File: config.mk
export PLATFORM = sky130hd
export DESIGN_NAME = mc_ctrl
export DESIGN_NICKNAME = d
export VERILOG_FILES = /design/src/rtl/mc_ctrl_pkg.sv /design/src/rtl/mc_ctrl_decode.sv /design/src/rtl/mc_ctrl.sv
export SDC_FILE = /design/constraint.sdc
export NUM_CORES = 1
export LEC_CHECK = 0
export BUFFER_PORTS_ARGS = -buffer_cell sky130_fd_sc_hd__buf_2
export CAP_MARGIN = 20
export CORE_MARGIN = 2
export CORE_UTILIZATION = 45
export DETAILED_ROUTE_END_ITERATION = 10
export GPL_TIMING_DRIVEN = 0
export PLACE_DENSITY = 0.8
export REMOVE_ABC_BUFFERS = 1
export SETUP_SLACK_MARGIN = 0.4
export SLEW_MARGIN = 20
export SYNTH_ARGS = -nofsm -noshare
export SYNTH_HDL_FRONTEND = slang
export SYNTH_SLANG_ARGS = --single-unit
File: constraint.sdc
create_clock -name clk -period 3 [get_ports clk]
set_clock_uncertainty 0.1 [all_clocks]
set_input_delay 0.15 -clock clk [delete_from_list [all_inputs] [get_ports clk]]
set_output_delay 0.15 -clock clk [all_outputs]
set_load 0.02 [all_outputs]
File: src/rtl/mc_ctrl_pkg.sv
// Shared encodings for the multi-cycle MIPS control FSM: state codes, opcode/funct
// constants, datapath select encodings and the per-instruction ALU/extender setup.
package mc_ctrl_pkg;

  typedef enum logic [2:0] {
    StIf  = 3'd0,
    StId  = 3'd1,
    StEx  = 3'd2,
    StMem = 3'd3,
    StWb  = 3'd4
  } state_e;

  localparam logic [4:0] RA_IDX = 5'd31;

  localparam logic [5:0] OP_RTYPE = 6'b000000;
  localparam logic [5:0] OP_ORI   = 6'b001101;
  localparam logic [5:0] OP_LUI   = 6'b001111;
  localparam logic [5:0] OP_LW    = 6'b100011;
  localparam logic [5:0] OP_SW    = 6'b101011;
  localparam logic [5:0] OP_BEQ   = 6'b000100;
  localparam logic [5:0] OP_J     = 6'b000010;
  localparam logic [5:0] OP_JAL   = 6'b000011;

  localparam logic [5:0] FN_ADDU = 6'b100001;
  localparam logic [5:0] FN_SUBU = 6'b100011;
  localparam logic [5:0] FN_JR   = 6'b001000;

  localparam logic [2:0] ALU_ADD    = 3'b000;
  localparam logic [2:0] ALU_SUB    = 3'b001;
  localparam logic [2:0] ALU_OR     = 3'b010;
  localparam logic [2:0] ALU_PASS_B = 3'b011;

  localparam logic [1:0] NPC_SEQ    = 2'b00;
  localparam logic [1:0] NPC_BRANCH = 2'b01;
  localparam logic [1:0] NPC_JUMP   = 2'b10;
  localparam logic [1:0] NPC_RS     = 2'b11;

  localparam logic [1:0] REGDST_RT = 2'b00;
  localparam logic [1:0] REGDST_RD = 2'b01;
  localparam logic [1:0] REGDST_RA = 2'b10;

  localparam logic [1:0] WD_ALU = 2'b00;
  localparam logic [1:0] WD_MEM = 2'b01;
  localparam logic [1:0] WD_PC  = 2'b10;

  localparam logic [1:0] EOP_SIGN   = 2'b00;
  localparam logic [1:0] EOP_ZERO   = 2'b01;
  localparam logic [1:0] EOP_UPPER  = 2'b10;
  localparam logic [1:0] EOP_BRANCH = 2'b11;

  // One-hot instruction class; all-zero means illegal.
  typedef struct packed {
    logic addu;
    logic subu;
    logic jr;
    logic ori;
    logic lui;
    logic lw;
    logic sw;
    logic beq;
    logic j;
    logic jal;
  } instr_t;

  typedef struct packed {
    logic [2:0] alu_op;
    logic       alu_src_b;
    logic [1:0] eop;
  } alu_ctl_t;

  // ALU setup chosen in EX and held through MEM/WB so the ALU result stays stable.
  function automatic alu_ctl_t alu_ctl(instr_t i);
    alu_ctl_t c;
    c.alu_op    = ALU_ADD;
    c.alu_src_b = 1'b0;
    c.eop       = EOP_SIGN;
    if (i.subu) c.alu_op = ALU_SUB;
    if (i.ori) begin
      c.alu_op    = ALU_OR;
      c.alu_src_b = 1'b1;
      c.eop       = EOP_ZERO;
    end
    if (i.lui) begin
      c.alu_op    = ALU_PASS_B;
      c.alu_src_b = 1'b1;
      c.eop       = EOP_UPPER;
    end
    if (i.lw || i.sw) begin
      c.alu_op    = ALU_ADD;
      c.alu_src_b = 1'b1;
      c.eop       = EOP_SIGN;
    end
    if (i.beq) begin
      c.alu_op    = ALU_SUB;
      c.alu_src_b = 1'b0;
      c.eop       = EOP_BRANCH;
    end
    return c;
  endfunction

endpackage

File: src/rtl/mc_ctrl_decode.sv
// Combinational instruction decoder: op/funct to one-hot instruction class plus illegal flag.
module mc_decode
  import mc_ctrl_pkg::*;
(
  input  logic [5:0] op_i,
  input  logic [5:0] funct_i,
  output logic [9:0] instr_o,
  output logic       illegal_o
);

  instr_t instr;
  logic   rtype;

  always_comb begin
    rtype      = (op_i == OP_RTYPE);
    instr.addu = rtype && (funct_i == FN_ADDU);
    instr.subu = rtype && (funct_i == FN_SUBU);
    instr.jr   = rtype && (funct_i == FN_JR);
    instr.ori  = (op_i == OP_ORI);
    instr.lui  = (op_i == OP_LUI);
    instr.lw   = (op_i == OP_LW);
    instr.sw   = (op_i == OP_SW);
    instr.beq  = (op_i == OP_BEQ);
    instr.j    = (op_i == OP_J);
    instr.jal  = (op_i == OP_JAL);
  end

  assign instr_o   = instr;
  assign illegal_o = ~|instr;

endmodule

File: src/rtl/mc_ctrl.sv
// Multi-cycle control FSM for the single-ALU MIPS datapath (IF/ID/EX/MEM/WB).
// Outputs are combinational in state and IR fields, and forced low while in reset.
module mc_ctrl
  import mc_ctrl_pkg::*;
(
  input  logic       clk,
  input  logic       reset_n,
  input  logic [5:0] op,
  input  logic [5:0] funct,
  input  logic       zero,
  input  logic       mem_ready,
  output logic       pc_we,
  output logic [1:0] npc_sel,
  output logic       ir_we,
  output logic [1:0] eop,
  output logic       alu_src_b,
  output logic [2:0] alu_op,
  output logic       mem_req,
  output logic       mem_we,
  output logic       reg_we,
  output logic [1:0] reg_dst,
  output logic [1:0] wd_sel,
  output logic [2:0] state,
  output logic       illegal
);

  state_e   state_q, state_d;
  logic [9:0] instr_vec;
  instr_t   instr;
  logic     dec_illegal;
  alu_ctl_t actl;

  mc_decode u_decode (
    .op_i      (op),
    .funct_i   (funct),
    .instr_o   (instr_vec),
    .illegal_o (dec_illegal)
  );

  assign instr = instr_t'(instr_vec);
  assign actl  = alu_ctl(instr);

  always_ff @(posedge clk or negedge reset_n) begin
    if (!reset_n) state_q <= StIf;
    else          state_q <= state_d;
  end

  always_comb begin
    state_d = StIf;
    unique case (state_q)
      StIf: state_d = StId;
      StId: begin
        if (instr.j || instr.jal || instr.jr || dec_illegal) state_d = StIf;
        else                                                 state_d = StEx;
      end
      StEx: begin
        if (instr.addu || instr.subu || instr.ori || instr.lui) state_d = StWb;
        else if (instr.lw || instr.sw)                          state_d = StMem;
        else                                                    state_d = StIf;
      end
      StMem: begin
        if (!mem_ready && (instr.lw || instr.sw)) state_d = StMem;
        else if (mem_ready && instr.lw)           state_d = StWb;
        else                                      state_d = StIf;
      end
      StWb:    state_d = StIf;
      default: state_d = StIf;
    endcase
  end

  always_comb begin
    pc_we     = 1'b0;
    npc_sel   = NPC_SEQ;
    ir_we     = 1'b0;
    eop       = EOP_SIGN;
    alu_src_b = 1'b0;
    alu_op    = ALU_ADD;
    mem_req   = 1'b0;
    mem_we    = 1'b0;
    reg_we    = 1'b0;
    reg_dst   = REGDST_RT;
    wd_sel    = WD_ALU;
    illegal   = 1'b0;
    unique case (state_q)
      StIf: begin
        ir_we = 1'b1;
        pc_we = 1'b1;
      end
      StId: begin
        if (instr.j || instr.jal) begin
          pc_we   = 1'b1;
          npc_sel = NPC_JUMP;
        end
        if (instr.jal) begin
          reg_we  = 1'b1;
          reg_dst = REGDST_RA;
          wd_sel  = WD_PC;
        end
        if (instr.jr) begin
          pc_we   = 1'b1;
          npc_sel = NPC_RS;
        end
        illegal = dec_illegal;
      end
      StEx: begin
        {alu_op, alu_src_b, eop} = actl;
        if (instr.beq) begin
          pc_we   = zero;
          npc_sel = NPC_BRANCH;
        end
      end
      StMem: begin
        {alu_op, alu_src_b, eop} = actl;
        mem_req = 1'b1;
        mem_we  = instr.sw;
      end
      StWb: begin
        {alu_op, alu_src_b, eop} = actl;
        reg_we = 1'b1;
        if (instr.addu || instr.subu) reg_dst = REGDST_RD;
        if (instr.lw)                 wd_sel  = WD_MEM;
      end
      default: ;
    endcase
    // Nothing may leak to the datapath while reset is held, even mid-instruction.
    if (!reset_n) begin
      pc_we     = 1'b0;
      npc_sel   = 2'b00;
      ir_we     = 1'b0;
      eop       = 2'b00;
      alu_src_b = 1'b0;
      alu_op    = 3'b000;
      mem_req   = 1'b0;
      mem_we    = 1'b0;
      reg_we    = 1'b0;
      reg_dst   = 2'b00;
      wd_sel    = 2'b00;
      illegal   = 1'b0;
    end
  end

  assign state = reset_n ? state_q : 3'd0;

endmodule
# After elaboration in Yosys (flattened, before gate mapping)
# Cells that the tools add are included.
# totals
regBits,3
latchBits,0
mem_count,0
out_inout_bits,21
wordCells,79
in_bits,16
mem_bits_ro,0
mem_bits_rw,0
# op_classes
bitwise,0
n_mux,46
reduce_logical,18
addsub,0
mul,0
n_shift,0
div_mod_pow,0
eq_ne,14
n_lt_le_gt_ge,0
# op_table
op,count
$eq 6x6->1 const B,4
$mux 1,20
$mux 2,10
$eq 6x4->1 const B,3
$mux 3,6
$mux 6,3
$eq 6x2->1 const B,2
$pmux 2 s2,3
$pmux 3 s4,1
$reduce_or 10->1,1
$logic_or 1x1->1,7
$eq 3x2->1 const B,2
$eq 6x3->1 const B,1
$logic_not 6->1,1
$logic_and 1x1->1,5
$mux 5,1
$eq 3x1->1 const B,1
$eq 3x3->1 const B,1
$logic_not 3->1,1
$pmux 1 s3,1
$reduce_or 3->1,1
$logic_not 1->1,2
$pmux 1 s2,1

# Depth between registers and ports, before layout
# depth
ltp_word,9
depth_mapped,5
mapped_depth_nobuf,4

# Hierarchy
# From an unflattened synthesis, not the netlist that was laid out.
# unflattened
hier_cells,102
hier_area_um2,638.1
# modules_own_cells
mod,cells_per_inst,seq_area_each_um2,area_each_um2,n_inst
mc_ctrl,66,75.1,430.4,1
mc_decode,36,0.0,207.7,1

# Worst setup path after synthesis
# OpenSTA, ideal clock, no wires.
# synth_path
path_type,register to output
from,reg state_q[1]
to,out alu_op[0]
path_stages_with_launch,6
required_time_ps,2750
setup_slack_ps,1143
n_path_buf,1
t_arrival_ps,1607
cell_sequence,dfrtp_1 buf_2 nor3b_1 o2111ai_1 a21oi_1 a31o_1
# synth_via
elab_chain_cells,4
elab_cells_between_ends,6
cone_classes,3 x eq/ne; 2 x mux; 1 x reduce/logical
# synth_rtl
element,line_no,rtl
start: declaration,mc_ctrl.sv:27,"state_e state_q, state_d;"
start signal: assignment,mc_ctrl.sv:44,if (!reset_n) state_q <= StIf;
start signal: assignment,mc_ctrl.sv:45,else state_q <= state_d;
$eq 3x2->1 / $eq 3x3->1 (equally long branches),mc_ctrl.sv:84,unique case (state_q)
$reduce_or 3->1 (no source line) (*),-,
$mux 3 (*),mc_ctrl.sv:84,
$mux 3 (*),mc_ctrl.sv:126,if (!reset_n) begin
end: declaration,mc_ctrl.sv:17,"output logic [2:0] alu_op,"
# Every way passes the cells marked *; elsewhere a longest branch is shown, timed or not.

# Final worst setup path
# Ends and elaborated chain as after synthesis.

==> impl.org <==
** Status
- The run finished with clean final reports.

** Synthesis
- Avg Synthesized Cell Area :: ~7.2 um^2
- Unique cell type count in the Yosys netlist :: 38
- For this run, asynchronously set or reset flops after synthesis account for 100.0%.
- Count of flip-flops with a built-in enable after synthesis :: 0
- Dominant register cell in the synthesized netlist :: dfrtp_1
- Count of warnings emitted by yosys :: 0
- The mapped netlist covers between 600 and 700 um^2.
- Summing the sequential cell areas from Yosys gives around an eighth of the chip area.
- Synthesized netlist cell count :: 83
- Synthesized flop and latch total :: 3

** Clocking
- Clock net sink count :: 3
- TritonCTS built the clock tree.
- Clock tree synthesis selected as its root buffer the cell clkbuf_4.
- Quantity of hold-fixing buffers added after cts :: 1
- CTS H-tree lvls :: 1
- After clock tree synthesis, the clock-pin slew on the worst setup and hold paths is ~0.040 ns.
- Max Buffers Root-to-Sink :: 2
- Post-CTS setup buffers :: 0
- Clock Latency Late Sink :: roughly 0.24 ns
- Total CTS buffers :: 3
- CTS-repair resized insts :: 0

** Floorplanning
- The die is 40.53 um wide.
- Area of the core region :: roughly 1300 um^2
- The die is between 40 and 50 um tall.
- For this design the top-level I/O count stands at 37.
- Number of standard-cell rows in the floorplan :: 13
- Die Outline Area :: 1643 um^2
- The initial utilization of the core area, before any placement, comes to 47.34%.

** Worst setup path
- Kind of critical path :: flip-flop to output port
- Stage delay of the slowest cell on the critical path :: roughly 0.52 ns
- Data arrival time of the worst path :: 1.79 ns
- R2r worst-path depth :: 3
- Slack of the worst reg-to-reg path :: between 1 and 1.5 ns
- The worst register-to-register path ends at state_q[1].
- The worst setup path is launched from a flip-flop.
- The critical path goes through nor2b_1, o2111ai_1, a21oi_1, a31o_1, buf_2.
- The startpoint identified for the worst register-to-register timing path is state_q[0].
- Critical-path maximum fanout :: 11
- On the critical path, the stage with the largest delay is an instance of dfrtp_1.
- Crit. End Element :: output port
- Critical Path RT :: roughly 2.8 ns

** STA
- The final-report hold violation count came to 0.
- The max-slew violation total from the final report was 0.
- Setup repair after global routing left no endpoint under its margin.
- Setup violations remaining at the end of the flow were counted as 0.
- Hold is met by between 0.1 and 0.15 ns.
- Adding up every negative setup slack in the final design gives 0 ns.
- For the finished layout, the period the worst path requires is slightly above 2 ns.
- Final Cycle Share :: 68.00%
- In this run the tightest slew margin relative to its limit is a little under 70%.
- Actual slew at the worst max-slew pin :: around 0.48 ns
- Timing would allow up to roughly 490 MHz.

** Min path
- HP Class :: input pin to flip-flop
- HP Start :: mem_ready
- Hold Path End :: state_q[0]
- The worst hold path passes through 3 cells.

** Pwr
- Summed over all nets, the switching power comes to ~0.14 mW.
- Peak supply drop :: 301.0 uV
- The internal power of the cells totals about 0.16 mW.
- Per report_power, the sequential group accounts for 25.7% of the total.
- Static leakage power :: approximately 0.4 nW
- In this run the power density over the cells is between 300 and 400 nW/um^2.
- The share of total power dissipated in the clock network is around a quarter.
- Logic gate share of total power :: about half
- Net switching share of the total power :: between 40% and 50%

** Detailed routing
- Once detail routing completed, the nets flagged for antenna violations numbered 0.
- After detailed routing, the average wire length per cell comes to 14.36 um.
- Iter 0 DRT Violations :: 33
- For this block, the routed nets add up to around 1.9 mm of wire.
- For this run, design rule violations remaining after detail routing come to 0.
- Initial DRT Pass Iterations :: 4
- Routed vias/inst :: 5.794
- Total via count after detailed routing :: about 760

** Cells and area
- Area of the multi-input gates :: about 470 um^2
- Nets :: roughly 130
- 0 antenna diodes ended up in the layout.
- Compared with the post-synthesis result, the final layout area differs by 30.42%.
- Final standard cell area without fillers :: roughly 800 um^2
- The largest registers in the layout are state_q x3.
- The register with the most flip-flops in the layout has 3 of them.
- After the flow finishes, the layout carries non-filler instances totaling 131.
- Sequential cell area :: ~75 um^2
- Ranked by flip-flop count, first place goes to state_q.
- Filler Cell Count :: between 100 and 150
- Share of layout cells above drive strength 1 :: about two fifths

** Global routing
- Overall Global Routing Usage :: a little over a quarter
- The number of global-route vias before repair was about 670.
- Pin count of the biggest net entering global routing :: 14
- Global routing finished with a remaining overflow of 0.
- Number of antenna violations at the first check in global routing :: 0
- Wire length of the first global-routing pass :: 2.932 mm

** Place
- After detailed placement, the total cell area comes to 747.0 um^2.
- Once detailed placement completed, the half-perimeter wirelength came to roughly 1.4 mm.
- The congestion estimate from routability-driven global placement came to approximately 0.84.
- Buffers added on ports :: 35
- Including well taps, the total number of placed cells is around 130.

** Run
- Max_cap viols :: 0
[metrics by stage]
stage / util, % / worst slack, ns / power (mW)
2_1_floorplan: - / 1.171 / 0.1619
3_3_place_gp: 58.88 / 1.243 / 0.2128
3_5_place_dp: 58.88 / 1.185 / 0.2178
4_1_cts: 61.74 / 0.9730 / 0.2955
5_1_grt: 61.74 / 0.8593 / 0.3222
6_report: 61.74 / 0.9599 / 0.2983
[critical path, delay by kind of cell, from the launching register on]
kind	cells	cell delay, ns
AO/OA/AOI/OAI	3	0.55
flip-flops	1	0.52
AND/OR/NAND/NOR	1	0.32
buffers and inverters	1	0.15
[power by group through the flow]
stage,Combinational (mW),Sequential [mW],Clock (mW)
global route,0.163,0.0789,0.0804
finish,0.145,0.0767,0.0762
global placement,0.137,0.0759,0
CTS,0.143,0.0761,0.0769
floorplan,0.0930,0.0689,0
detailed placement,0.141,0.0770,0
[cell families after synthesis]
logic type | Yosys count | synth area share (%)
other | 1 | 0.6244
AOI/OAI and AO/OA | 16 | 20.42
DFF | 3 | 12.50
xor gates and xnor gates | 1 | 1.459
and+or+nand+nor | 53 | 55.83
buffers and inverters | 9 | 9.166
[cell usage after synthesis (3+ instances only)]
cell | count | area (um^2)
nor2_1 | 9 | 33.78
nand2_1 | 6 | 22.52
nand2b_1 | 6 | 37.54
nor2b_1 | 6 | 37.54
nand3_1 | 4 | 20.02
a21oi_1 | 3 | 15.01
and3_1 | 3 | 18.77
buf_4 | 3 | 22.52
dfrtp_1 | 3 | 75.07
nor3_1 | 3 | 15.01
[layer usage]
layer  vias to the layer above  share of wire [%]  GRT usage (%)
met5                         -                  0              0
met4                         0                3.6          20.00
met3                         8                5.0          4.444
met2                        37                 51          42.06
met1                       343                 40          30.49
li1                        371                  -              -
[layout by cell type (no fill, tap or decap)]
| master | count |
|---|---|
| a31oi_1 | 1 |
| or2_2 | 1 |
| o211a_1 | 1 |
| conb_1 | 1 |
| clkbuf_1 | 1 |
| dlygate4sd3_1 | 1 |
| buf_2 | 35 |
| nand3_1 | 4 |
| and2_1 | 2 |
| o21ai_1 | 2 |
| nor3_2 | 1 |
| and3_1 | 3 |
| nor4b_1 | 2 |
| dfrtp_1 | 3 |
| a21oi_2 | 1 |
| or3b_1 | 1 |
| nand4_1 | 1 |
| o21ai_0 | 1 |
| nor4_1 | 1 |
| nor3_1 | 3 |
| o22a_1 | 1 |
| nor3b_1 | 2 |
| a31o_1 | 1 |
| nand2b_1 | 6 |
| inv_1 | 2 |
| a221oi_2 | 1 |
| nand4_2 | 1 |
| a32oi_1 | 1 |
| nor2b_1 | 6 |
| a21oi_1 | 3 |
| or3_1 | 2 |
| xor2_1 | 1 |
| o2111ai_1 | 1 |
| a221oi_1 | 2 |
| nor2_1 | 9 |
| nor4_4 | 2 |
| nand2_1 | 6 |
| clkbuf_4 | 3 |
[worst max path at each step]
stage,from,end,slack [ns],cells after the start
floorplan,state_q[1],alu_op[0],1.17,4
global placement,funct[0],pc_we,1.24,6
detailed placement,funct[0],pc_we,1.18,6
CTS,state_q[0],alu_op[0],0.97,5
global route,state_q[1],alu_op[0],0.86,5
finish,state_q[1],alu_op[0],0.96,5
[cell type report]
| cell class | count | area share [%] |
|---|---|---|
| Inverter | 2 | 0.9585 |
| Timing Repair Buffer | 36 | 23.64 |
| Tap cell | 15 | 2.396 |
| Sequential cell | 3 | 9.585 |
| Multi-Input combinational cell | 71 | 60.06 |
| Clock buffer | 4 | 3.355 |
Power figures use the tool's default switching activity.
